## src/rtl/decode_hazard_unit.sv

```systemverilog
// Decode stage: decodes 16-bit instructions, reads operands, resolves
// branches/jumps early, stalls on load-use hazards (with a one-entry replay
// buffer, since fetch drops valid after a stall) and fills the ID/EX register.
module decode_hazard_unit #(
  parameter int DATA_W   = 8,
  parameter int NUM_REGS = 8
) (
  input  logic                        clk,
  input  logic                        reset,
  input  logic [15:0]                 instruction,
  input  logic [7:0]                  PC_in,
  input  logic                        valid_in,
  output logic [$clog2(NUM_REGS)-1:0] rs1_addr,
  output logic [$clog2(NUM_REGS)-1:0] rs2_addr,
  input  logic [DATA_W-1:0]           rs1_data,
  input  logic [DATA_W-1:0]           rs2_data,
  output logic                        stall,
  output logic                        flush,
  output logic                        PC_sel,
  output logic [7:0]                  branch_target,
  output logic                        ex_valid,
  output logic [3:0]                  ex_opcode,
  output logic [$clog2(NUM_REGS)-1:0] ex_rd,
  output logic [DATA_W-1:0]           ex_a,
  output logic [DATA_W-1:0]           ex_b,
  output logic [7:0]                  ex_imm,
  output logic [7:0]                  ex_pc,
  output logic                        illegal_op,
  output logic                        halted
);

  localparam logic [3:0] OP_NOP   = 4'h0;
  localparam logic [3:0] OP_ADD   = 4'h1;
  localparam logic [3:0] OP_SUB   = 4'h2;
  localparam logic [3:0] OP_AND   = 4'h3;
  localparam logic [3:0] OP_OR    = 4'h4;
  localparam logic [3:0] OP_ADDI  = 4'h5;
  localparam logic [3:0] OP_LOAD  = 4'h6;
  localparam logic [3:0] OP_STORE = 4'h7;
  localparam logic [3:0] OP_BEQ   = 4'h8;
  localparam logic [3:0] OP_BNE   = 4'h9;
  localparam logic [3:0] OP_JMP   = 4'hA;
  localparam logic [3:0] OP_HALT  = 4'hF;

  typedef enum logic [1:0] {RUN, STALL, HALTED} state_t;

  state_t      state, state_next;

  logic [15:0] replay_instr;
  logic [7:0]  replay_pc;
  logic        replay_pending;

  logic [15:0] cur_instr;
  logic [7:0]  cur_pc;
  logic        cur_valid;
  logic        active;

  logic [3:0]  op;
  logic        reads_rs1, reads_rs2;
  logic        is_rtype, is_itype, is_jmp, is_illegal;
  logic        hazard, issue, taken, operands_eq;
  logic [7:0]  off_ext;
  logic [7:0]  target;

  // Pick the instruction being decoded: the replayed one takes precedence over fetch
  always_comb begin
    if (replay_pending) begin
      cur_instr = replay_instr;
      cur_pc    = replay_pc;
      cur_valid = 1'b1;
    end else begin
      cur_instr = instruction;
      cur_pc    = PC_in;
      cur_valid = valid_in;
    end
  end

  assign op     = cur_instr[15:12];
  assign active = cur_valid && (state != HALTED);

  // Field decode and register read addresses; unread ports are parked at r0
  always_comb begin
    rs1_addr   = '0;
    rs2_addr   = '0;
    reads_rs1  = 1'b0;
    reads_rs2  = 1'b0;
    is_rtype   = 1'b0;
    is_itype   = 1'b0;
    is_jmp     = 1'b0;
    is_illegal = 1'b0;
    if (active) begin
      case (op)
        OP_ADD, OP_SUB, OP_AND, OP_OR: begin
          is_rtype  = 1'b1;
          reads_rs1 = 1'b1;
          reads_rs2 = 1'b1;
          rs1_addr  = cur_instr[8:6];
          rs2_addr  = cur_instr[5:3];
        end
        OP_ADDI, OP_LOAD: begin
          is_itype  = 1'b1;
          reads_rs1 = 1'b1;
          rs1_addr  = cur_instr[8:6];
        end
        OP_STORE: begin
          reads_rs1 = 1'b1;
          reads_rs2 = 1'b1;
          rs1_addr  = cur_instr[8:6];
          rs2_addr  = cur_instr[11:9];
        end
        OP_BEQ, OP_BNE: begin
          reads_rs1 = 1'b1;
          reads_rs2 = 1'b1;
          rs1_addr  = cur_instr[11:9];
          rs2_addr  = cur_instr[8:6];
        end
        OP_JMP:           is_jmp     = 1'b1;
        OP_NOP, OP_HALT:  is_illegal = 1'b0;
        default:          is_illegal = 1'b1;
      endcase
    end
  end

  // A load in EX whose destination we actually read forces a one-cycle stall
  assign hazard = active && (state == RUN) && ex_valid && (ex_opcode == OP_LOAD) &&
                  ((reads_rs1 && (ex_rd == rs1_addr)) || (reads_rs2 && (ex_rd == rs2_addr)));
  assign issue  = active && !hazard;

  assign operands_eq = (rs1_data == rs2_data);
  assign off_ext     = {{2{cur_instr[5]}}, cur_instr[5:0]};
  assign target      = is_jmp ? cur_instr[7:0] : (cur_pc + 8'd1 + off_ext);
  assign taken       = issue && (is_jmp || ((op == OP_BEQ) && operands_eq) ||
                                 ((op == OP_BNE) && !operands_eq));

  assign stall         = (state == HALTED) || hazard;
  assign flush         = taken;
  assign PC_sel        = taken;
  assign branch_target = taken ? target : 8'd0;
  assign halted        = (state == HALTED);

  // Next-state logic: hazard enters STALL, an issued HALT parks in HALTED
  always_comb begin
    state_next = state;
    unique case (state)
      RUN, STALL: begin
        if (hazard)                      state_next = STALL;
        else if (issue && op == OP_HALT) state_next = HALTED;
        else                             state_next = RUN;
      end
      HALTED:  state_next = HALTED;
      default: state_next = RUN;
    endcase
  end

  // State register
  always_ff @(posedge clk) begin
    if (reset) state <= RUN;
    else       state <= state_next;
  end

  // ID/EX pipeline register and replay buffer
  always_ff @(posedge clk) begin
    if (reset) begin
      ex_valid       <= 1'b0;
      ex_opcode      <= 4'd0;
      ex_rd          <= '0;
      ex_a           <= '0;
      ex_b           <= '0;
      ex_imm         <= 8'd0;
      ex_pc          <= 8'd0;
      illegal_op     <= 1'b0;
      replay_instr   <= 16'd0;
      replay_pc      <= 8'd0;
      replay_pending <= 1'b0;
    end else begin
      ex_valid   <= issue;
      illegal_op <= issue && is_illegal;
      if (issue) begin
        ex_opcode <= op;
        ex_rd     <= (is_rtype || is_itype) ? cur_instr[11:9] : '0;
        ex_a      <= rs1_data;
        ex_b      <= rs2_data;
        ex_imm    <= off_ext;
        ex_pc     <= cur_pc;
      end
      if (hazard) begin
        replay_instr   <= cur_instr;
        replay_pc      <= cur_pc;
        replay_pending <= 1'b1;
      end else begin
        replay_pending <= 1'b0;
      end
    end
  end

endmodule

```

## config.mk

```make
export PLATFORM = sky130hd
export DESIGN_NAME = decode_hazard_unit
export DESIGN_NICKNAME = d
export VERILOG_FILES = /design/src/rtl/decode_hazard_unit.sv
export SDC_FILE = /design/constraint.sdc
export NUM_CORES = 1
export LEC_CHECK = 0
export ABC_AREA = 1
export BUFFER_PORTS_ARGS = -buffer_cell sky130_fd_sc_hd__buf_2
export CORE_ASPECT_RATIO = 1.2
export CORE_MARGIN = 5
export CORE_UTILIZATION = 50
export DETAILED_ROUTE_END_ITERATION = 12
export PLACE_DENSITY = 0.8
export SKIP_LAST_GASP = 1
export SYNTH_ARGS = -nofsm -noshare
export SYNTH_HDL_FRONTEND = slang
export SYNTH_SLANG_ARGS = --single-unit
```

## constraint.sdc

```tcl
create_clock -name clk -period 3.4 [get_ports clk]
set_clock_uncertainty 0.1 [all_clocks]
set_input_delay 0.17 -clock clk [delete_from_list [all_inputs] [get_ports clk]]
set_output_delay 0.17 -clock clk [all_outputs]
set_load 0.02 [all_outputs]
```

* Word level (Yosys, flattened, before mapping) *
Index checks and enable logic that the tools add are counted.

operators by class
  $add $sub $neg = 2
  equal/unequal tests = 18
  muxes and demuxes = 26
  reductions and logical operators = 30

operators by type and width
  cell                 number
  $mux 8               3
  $eq 4x3->1 const B   5
  $eq 4x4->1 const B   4
  $mux 16              1
  $mux 1               14
  $reduce_or 7->1      2
  $logic_and 1x1->1    13
  $reduce_or 12->1     1
  $mux 3               3
  $pmux 3 s3           1
  $reduce_or 9->1      1
  $add 8x1->8 const B  1
  $add 8x8->8          1
  $eq 4x2->1 const B   2
  $eq 8x8->1           1
  $eq 3x3->1           2
  $pmux 3 s2           1
  $reduce_or 2->1      3
  $logic_or 1x1->1     5
  $eq 4x1->1 const B   1
  $logic_not 4->1      1
  $mux 2               2
  $pmux 2 s2           1
  $reduce_or 4->1      1
  other kinds (5)      6

word-level totals
  register bits after elaboration = 66
  bits of input ports = 43
  output and inout port bits = 59
  logic and storage cells = 88

* Logic depth before layout (Yosys ltp) *
  depth after elaboration = 15
  depth in mapped cells = 22
  depth with buffers taken out = 20

* Least setup slack after synthesis *
No wires, ideal clock.

  kind = register to output
  from = register replay_pending
  to = output branch_target[6]
  arrival time = 2.684 ns
  required time = 3.130 ns
  setup slack = 0.446 ns
  stages on the path, launching flop included = 16
  buffers on the path = 3
  cell sequence = dfxtp_1 > buf_6 > buf_4 > clkbuf_1 > mux2i_1 > ha_1 > inv_1 > fa_1 > a31oi_1 > o21ai_0 > a21oi_1 > inv_1 > o21ai_0 > a21oi_1 > a21oi_1 > nor2_2

between the ends
  word-level cells in the longest chain between the ends = 13

ends and longest elaborated chain
  what                                                  RTL line  source
  from (decl)                                           51        logic replay_pending;
  from (signal assigned)                                174       replay_pending <= 1'b0;
  from (signal assigned)                                189       replay_pending <= 1'b1;
  from (signal assigned)                                191       replay_pending <= 1'b0;
  branches (longest 12 deep; another with $add 8x1->8)  n/a
  $mux 8 *                                              138       assign branch_target = taken ? target : 8'd0;
  to (decl)                                             20        output logic [7:0] branch_target,

Every way passes the cells marked *.

* Final worst setup path *
  from = register replay_pending
  to = output branch_target[7]

RTL lines
  what              RTL line  source
  $mux 16           67        if (replay_pending) begin
  via cur_instr[2]  53        logic [15:0] cur_instr;
  $add 8x8->8       131       assign target = is_jmp ? cur_instr[7:0] : (cur_pc + 8'd1 + off_ext);
  $mux 8            131
  $mux 8            138

The timed path passes the listed nets, and every way through them passes these cells.

==> flow_results.org <==
** Route
- In the detailed route, the total length drawn on met3 is 774 µm.
- Detailed Route Iter0 Violations :: 221
- Antenna Violating Nets Remaining :: 0
- Met1 routed wirelength after detailed routing :: 4627 µm
- After detailed routing, the number of remaining DRC violations is 0.
- Wire segments on met2 add up to around 5800 µm in the final route.
- DRT Wirelength :: 11,530 µm
- Mean routed wirelength per cell :: 14.27 µm
- Number of detailed-route iterations in the first pass :: 7
- Dividing the detail-routed via count by the number of cells gives between 5 and 6.
- The highest layer touched by signal routing is met4.
- The detailed router placed 4,349 vias in this run.

** Power and ir drop
- In this run, the clock network consumes 37.4% of the power.
- Worst vdd rail ir drop :: approximately 0.00028 V
- Of the total power, registers draw roughly two fifths.
- Net switching is a little under a third of the power.
- The analysis attributes to net switching a power of 0.5921 mW.
- For this design the ratio of total power to cell area is 412.3 nW/µm².
- Proportion of power drawn by combinational gates :: 20.5%
- Power Internal :: 1.379 mW
- Leakage dissipation :: 2.453 nW

** Placement
- Detailed-placement wirelength estimate :: 8183 µm
- Routability-driven placement finished with a final weighted congestion of 0.9447.
- Worst setup slack before clock tree synthesis :: 429.8 ps
- Count of input and output buffers :: 101
- Cell area after placement :: 4469 µm²

** Critical path
- Biggest cell delay along the critical path :: roughly 400 ps
- Element type at the critical path end :: output port
- Broken down by cell family, the worst path's largest delay share belongs to simple AND/OR/NAND/NOR gates.
- Along the worst path, the maximum fanout reaches 12.
- At the worst endpoint, the arrival time is 3000 ps.
- The critical path is of the reg2out type.
- Number of buffers and inverters on the critical path :: 3
- The slowest stage of the critical path belongs to the cell sky130_fd_sc_hd__dfxtp_1.
- Worst-case register-to-register setup slack :: 400 ps
- Cell repeated most along the worst path :: sky130_fd_sc_hd__nand2_1
- Data on the critical path is required at its endpoint by around 3100 ps.
- The worst setup path is launched from a flop.
- Walking the worst path, the cells encountered are inv_4 -> or2_2 -> o21ai_1 -> inv_1 -> ha_4 -> nand3_1 -> nand2_1 -> nand2_1 -> nand2_1 -> nand2_1 -> a21boi_1 -> nor2_1 -> nor2_1 -> o21ai_0 -> nand3b_1 -> o21ai_0 -> nor2_2 -> buf_2.

** Synthesis
- #FFs+latches synth :: 66
- The number of nets handed over by synthesis was 672.
- The share of the Yosys chip area taken by registers is 33.01%.
- Synth Area in XOR/XNOR :: less than 1%
- Synthesis instantiated 39 different standard cells from the library.
- By area, the combinational part of the netlist is dominated by simple AND/OR/NAND/NOR gates.
- Number of synthesis warnings :: 0
- The synthesized netlist devotes 2.688% of its cell area to adder and majority cells.
- Gate count of the mapped netlist :: 621
- Share of the synthesized area in compound gates (AO/OA/AOI/OAI) :: a little over an eighth
- Share of synthesized area spent on multiplexers :: 0.5002%
- Netlist Area Pre-Place :: 4003 µm²
- Area share of and/or/nand/nor cells after synthesis :: 38.17%
- A synthesized cell averages 6.445 µm².

** Clock network
- Maximum root-to-sink buffer count :: 2
- At the later pin of the worst-skew pair, clock insertion delay measures between 300 and 400 ps.
- Root Buffer :: sky130_fd_sc_hd__clkbuf_8
- The number of clock buffers added by TritonCTS is 9.
- Reg clk slew, reported paths :: 80 ps
- Htree depth :: 3
- Total number of clock tree sinks :: 66
- TritonCTS clock tree :: yes

** GRT
- Summed over all layers, the global routing overflow is 0.
- Global routing consumed, over all layers together, 22.47% of the routing resources.
- Number of global-route vias before repair :: between 3,000 and 4,000
- Initial antenna violation count :: 0
- Entering global routing, the biggest net connects 70 pins.
- The first global-routing pass estimated 18,070 µm of wire.

** STA
- Setup violations remaining at the end of the flow were counted as 0.
- Worst slack on hold paths :: 73.64 ps
- Max Clock Freq :: 305.7 MHz
- Setup repair after global routing could not meet its margin everywhere.
- Slew at the pin closest to its max-slew limit :: 820.1 ps
- Final hold violation count :: 0
- Fin Setup TNS :: 0 ps
- Final clock period utilization by the worst path :: a little over nine tenths
- Setup slack closes at roughly 130 ps.
- In this run the tightest slew margin relative to its limit is between 40% and 50%.
- The worst path needs 3271 ps of the cycle, external delays included.
- The max-slew violation total from the final report was 0.

** Layout
- Net count of the finished layout :: approximately 760
- Fill cells in the final layout number between 700 and 800.
- Area Overhead vs Synth :: 19.44%
- The number of antenna diodes in the final layout is 0.
- Footprint of the multi-input gates :: 2256 µm²
- Final std cell area, no fill :: 4781 µm²
- At the end of the flow the core is filled with cells to 61.68%.
- The sequential cells in the finished layout cover a total of 1321 µm².
- Cells with a size suffix above 1 make up 25.00% of the layout.

** Floorplan
- Top Ports :: 102
- Area of the die :: 9902 µm²
- Die X :: 91.68 µm
- Row generation in the floorplan step produced 35 rows.
- In this run the standard cell core region covers 7751 µm².
- Initial core utilization :: 51.64%
- From bottom edge to top edge, the die measures approximately 110 µm.

** Worst hold path
- Min-Delay Path Class :: in2reg

** Flow run
- The tool flagged a number of max-cap violations equal to 0.

** Status
- Outcome :: finished clean
[tightest hold or removal path: stages]
cell	delay, ps
sky130_fd_sc_hd__buf_2	90
sky130_fd_sc_hd__inv_1	40
sky130_fd_sc_hd__nand3_1	70
sky130_fd_sc_hd__nand2_1	50
sky130_fd_sc_hd__nor2_1	70
[final timing paths]
path,from,cells after the start,endpoint
worst max-delay path,replay_pending,18,branch_target[7]
worst min-delay path,rs1_data[5],5,ex_a[5]
worst max register to register,replay_pending,20,ex_a[1]
worst min register to register,replay_instr[6],2,replay_instr[6]
[per-layer routing]
metal  GRT usage (%)  vias to the layer above
met5               0                        -
li1                -                     2153
met2           39.69                      194
met4           9.591                        0
met3           4.523                       28
met1           26.39                     1974
[cell type report]
type,count,share of cell area (%)
sequential,66,27.64
multi-input combinational,456,47.19
clock inverter,5,1.649
inverter,63,4.999
clock buffer,10,2.879
tap,92,2.408
timing repair buffer,116,13.24
[through the flow]
| stage | power [mW] | instances |
|---|---|---|
| finish | 1.971 | 808 |
| CTS | 1.970 | 802 |
| global route | 2.069 | 808 |
| detailed placement | 1.237 | 786 |
| floorplan | 1.117 | 621 |
| global placement | 1.229 | 786 |
[registers in the layout (all words and copies together) (netlist names)]
signal	cells
replay_instr	16
ex_a	8
ex_b	8
ex_pc	8
replay_pc	8
ex_imm	6
ex_opcode	4
ex_rd	3
state	2
ex_valid	1
illegal_op	1
replay_pending	1
[cell usage after synthesis]
library cell	instances	area share, %
sky130_fd_sc_hd__a21boi_0	1	0.19
sky130_fd_sc_hd__a21oi_1	49	6.1
sky130_fd_sc_hd__a21oi_2	1	0.22
sky130_fd_sc_hd__a31oi_1	3	0.47
sky130_fd_sc_hd__buf_1	7	0.66
sky130_fd_sc_hd__buf_2	4	0.50
sky130_fd_sc_hd__buf_4	8	1.5
sky130_fd_sc_hd__buf_6	5	1.4
sky130_fd_sc_hd__buf_8	2	0.75
sky130_fd_sc_hd__clkbuf_1	9	0.84
sky130_fd_sc_hd__clkbuf_2	1	0.12
sky130_fd_sc_hd__clkinv_1	1	0.094
sky130_fd_sc_hd__dfxtp_1	66	33
sky130_fd_sc_hd__fa_1	1	0.50
sky130_fd_sc_hd__ha_1	7	2.2
sky130_fd_sc_hd__inv_1	54	5.1
sky130_fd_sc_hd__inv_2	8	0.75
sky130_fd_sc_hd__mux2i_1	2	0.50
sky130_fd_sc_hd__nand2_1	148	14
sky130_fd_sc_hd__nand2_2	7	1.1
sky130_fd_sc_hd__nand2_4	4	1.1
sky130_fd_sc_hd__nand3_1	46	5.8
sky130_fd_sc_hd__nand3_4	1	0.44
sky130_fd_sc_hd__nand3b_1	1	0.19
sky130_fd_sc_hd__nand4_1	9	1.4
sky130_fd_sc_hd__nor2_1	95	8.9
sky130_fd_sc_hd__nor2_2	8	1.3
sky130_fd_sc_hd__nor2_4	3	0.84
sky130_fd_sc_hd__nor3_1	3	0.38
sky130_fd_sc_hd__nor3b_1	1	0.19
sky130_fd_sc_hd__nor4_1	1	0.16
sky130_fd_sc_hd__nor4_4	1	0.53
sky130_fd_sc_hd__o21a_1	3	0.56
sky130_fd_sc_hd__o21ai_0	22	2.8
sky130_fd_sc_hd__o21ai_1	22	2.8
sky130_fd_sc_hd__o21ai_2	1	0.22
sky130_fd_sc_hd__or2_1	3	0.47
sky130_fd_sc_hd__or2_2	10	1.6
sky130_fd_sc_hd__xor2_1	3	0.66
[layout by cell type (no fill, tap or decap), types with 10 or more instances in the layout]
master / count
sky130_fd_sc_hd__or2_2: 10
sky130_fd_sc_hd__buf_2: 101
sky130_fd_sc_hd__a21oi_1: 49
sky130_fd_sc_hd__nand2_1: 148
sky130_fd_sc_hd__clkbuf_8: 10
sky130_fd_sc_hd__buf_4: 13
sky130_fd_sc_hd__o21ai_0: 18
sky130_fd_sc_hd__o21ai_1: 25
sky130_fd_sc_hd__inv_1: 54
sky130_fd_sc_hd__nor2_1: 95
sky130_fd_sc_hd__nand3_1: 46
sky130_fd_sc_hd__dfxtp_1: 66
[logic make-up (layout without fill, tap and decap cells)]
| kind of cell | Yosys count | in the layout |
|---|---|---|
| simple gates | 341 | 341 |
| compound gates | 102 | 102 |
| buf+inv | 99 | 194 |
| flops | 66 | 66 |
| fa+ha+maj | 8 | 8 |
| xor+xnor | 3 | 3 |
| mux | 2 | 2 |
[timing repair]
item                                    in CTS  in global routing
hold buffers                                 1                  0
buffers inserted                             0                  6
hold endpoints to repair                     3                  0
endpoints found under the setup margin       0                 11
resized for setup                            0                 12
[power groups by stage]
stage | sequential [mW] | combinational, mW | clock (mW)
finish | 0.828 | 0.405 | 0.738
global route | 0.832 | 0.445 | 0.792
CTS | 0.828 | 0.395 | 0.746
detailed placement | 0.846 | 0.391 | 0
global placement | 0.845 | 0.384 | 0
floorplan | 0.886 | 0.231 | 0
Power figures use the tool's default switching activity.
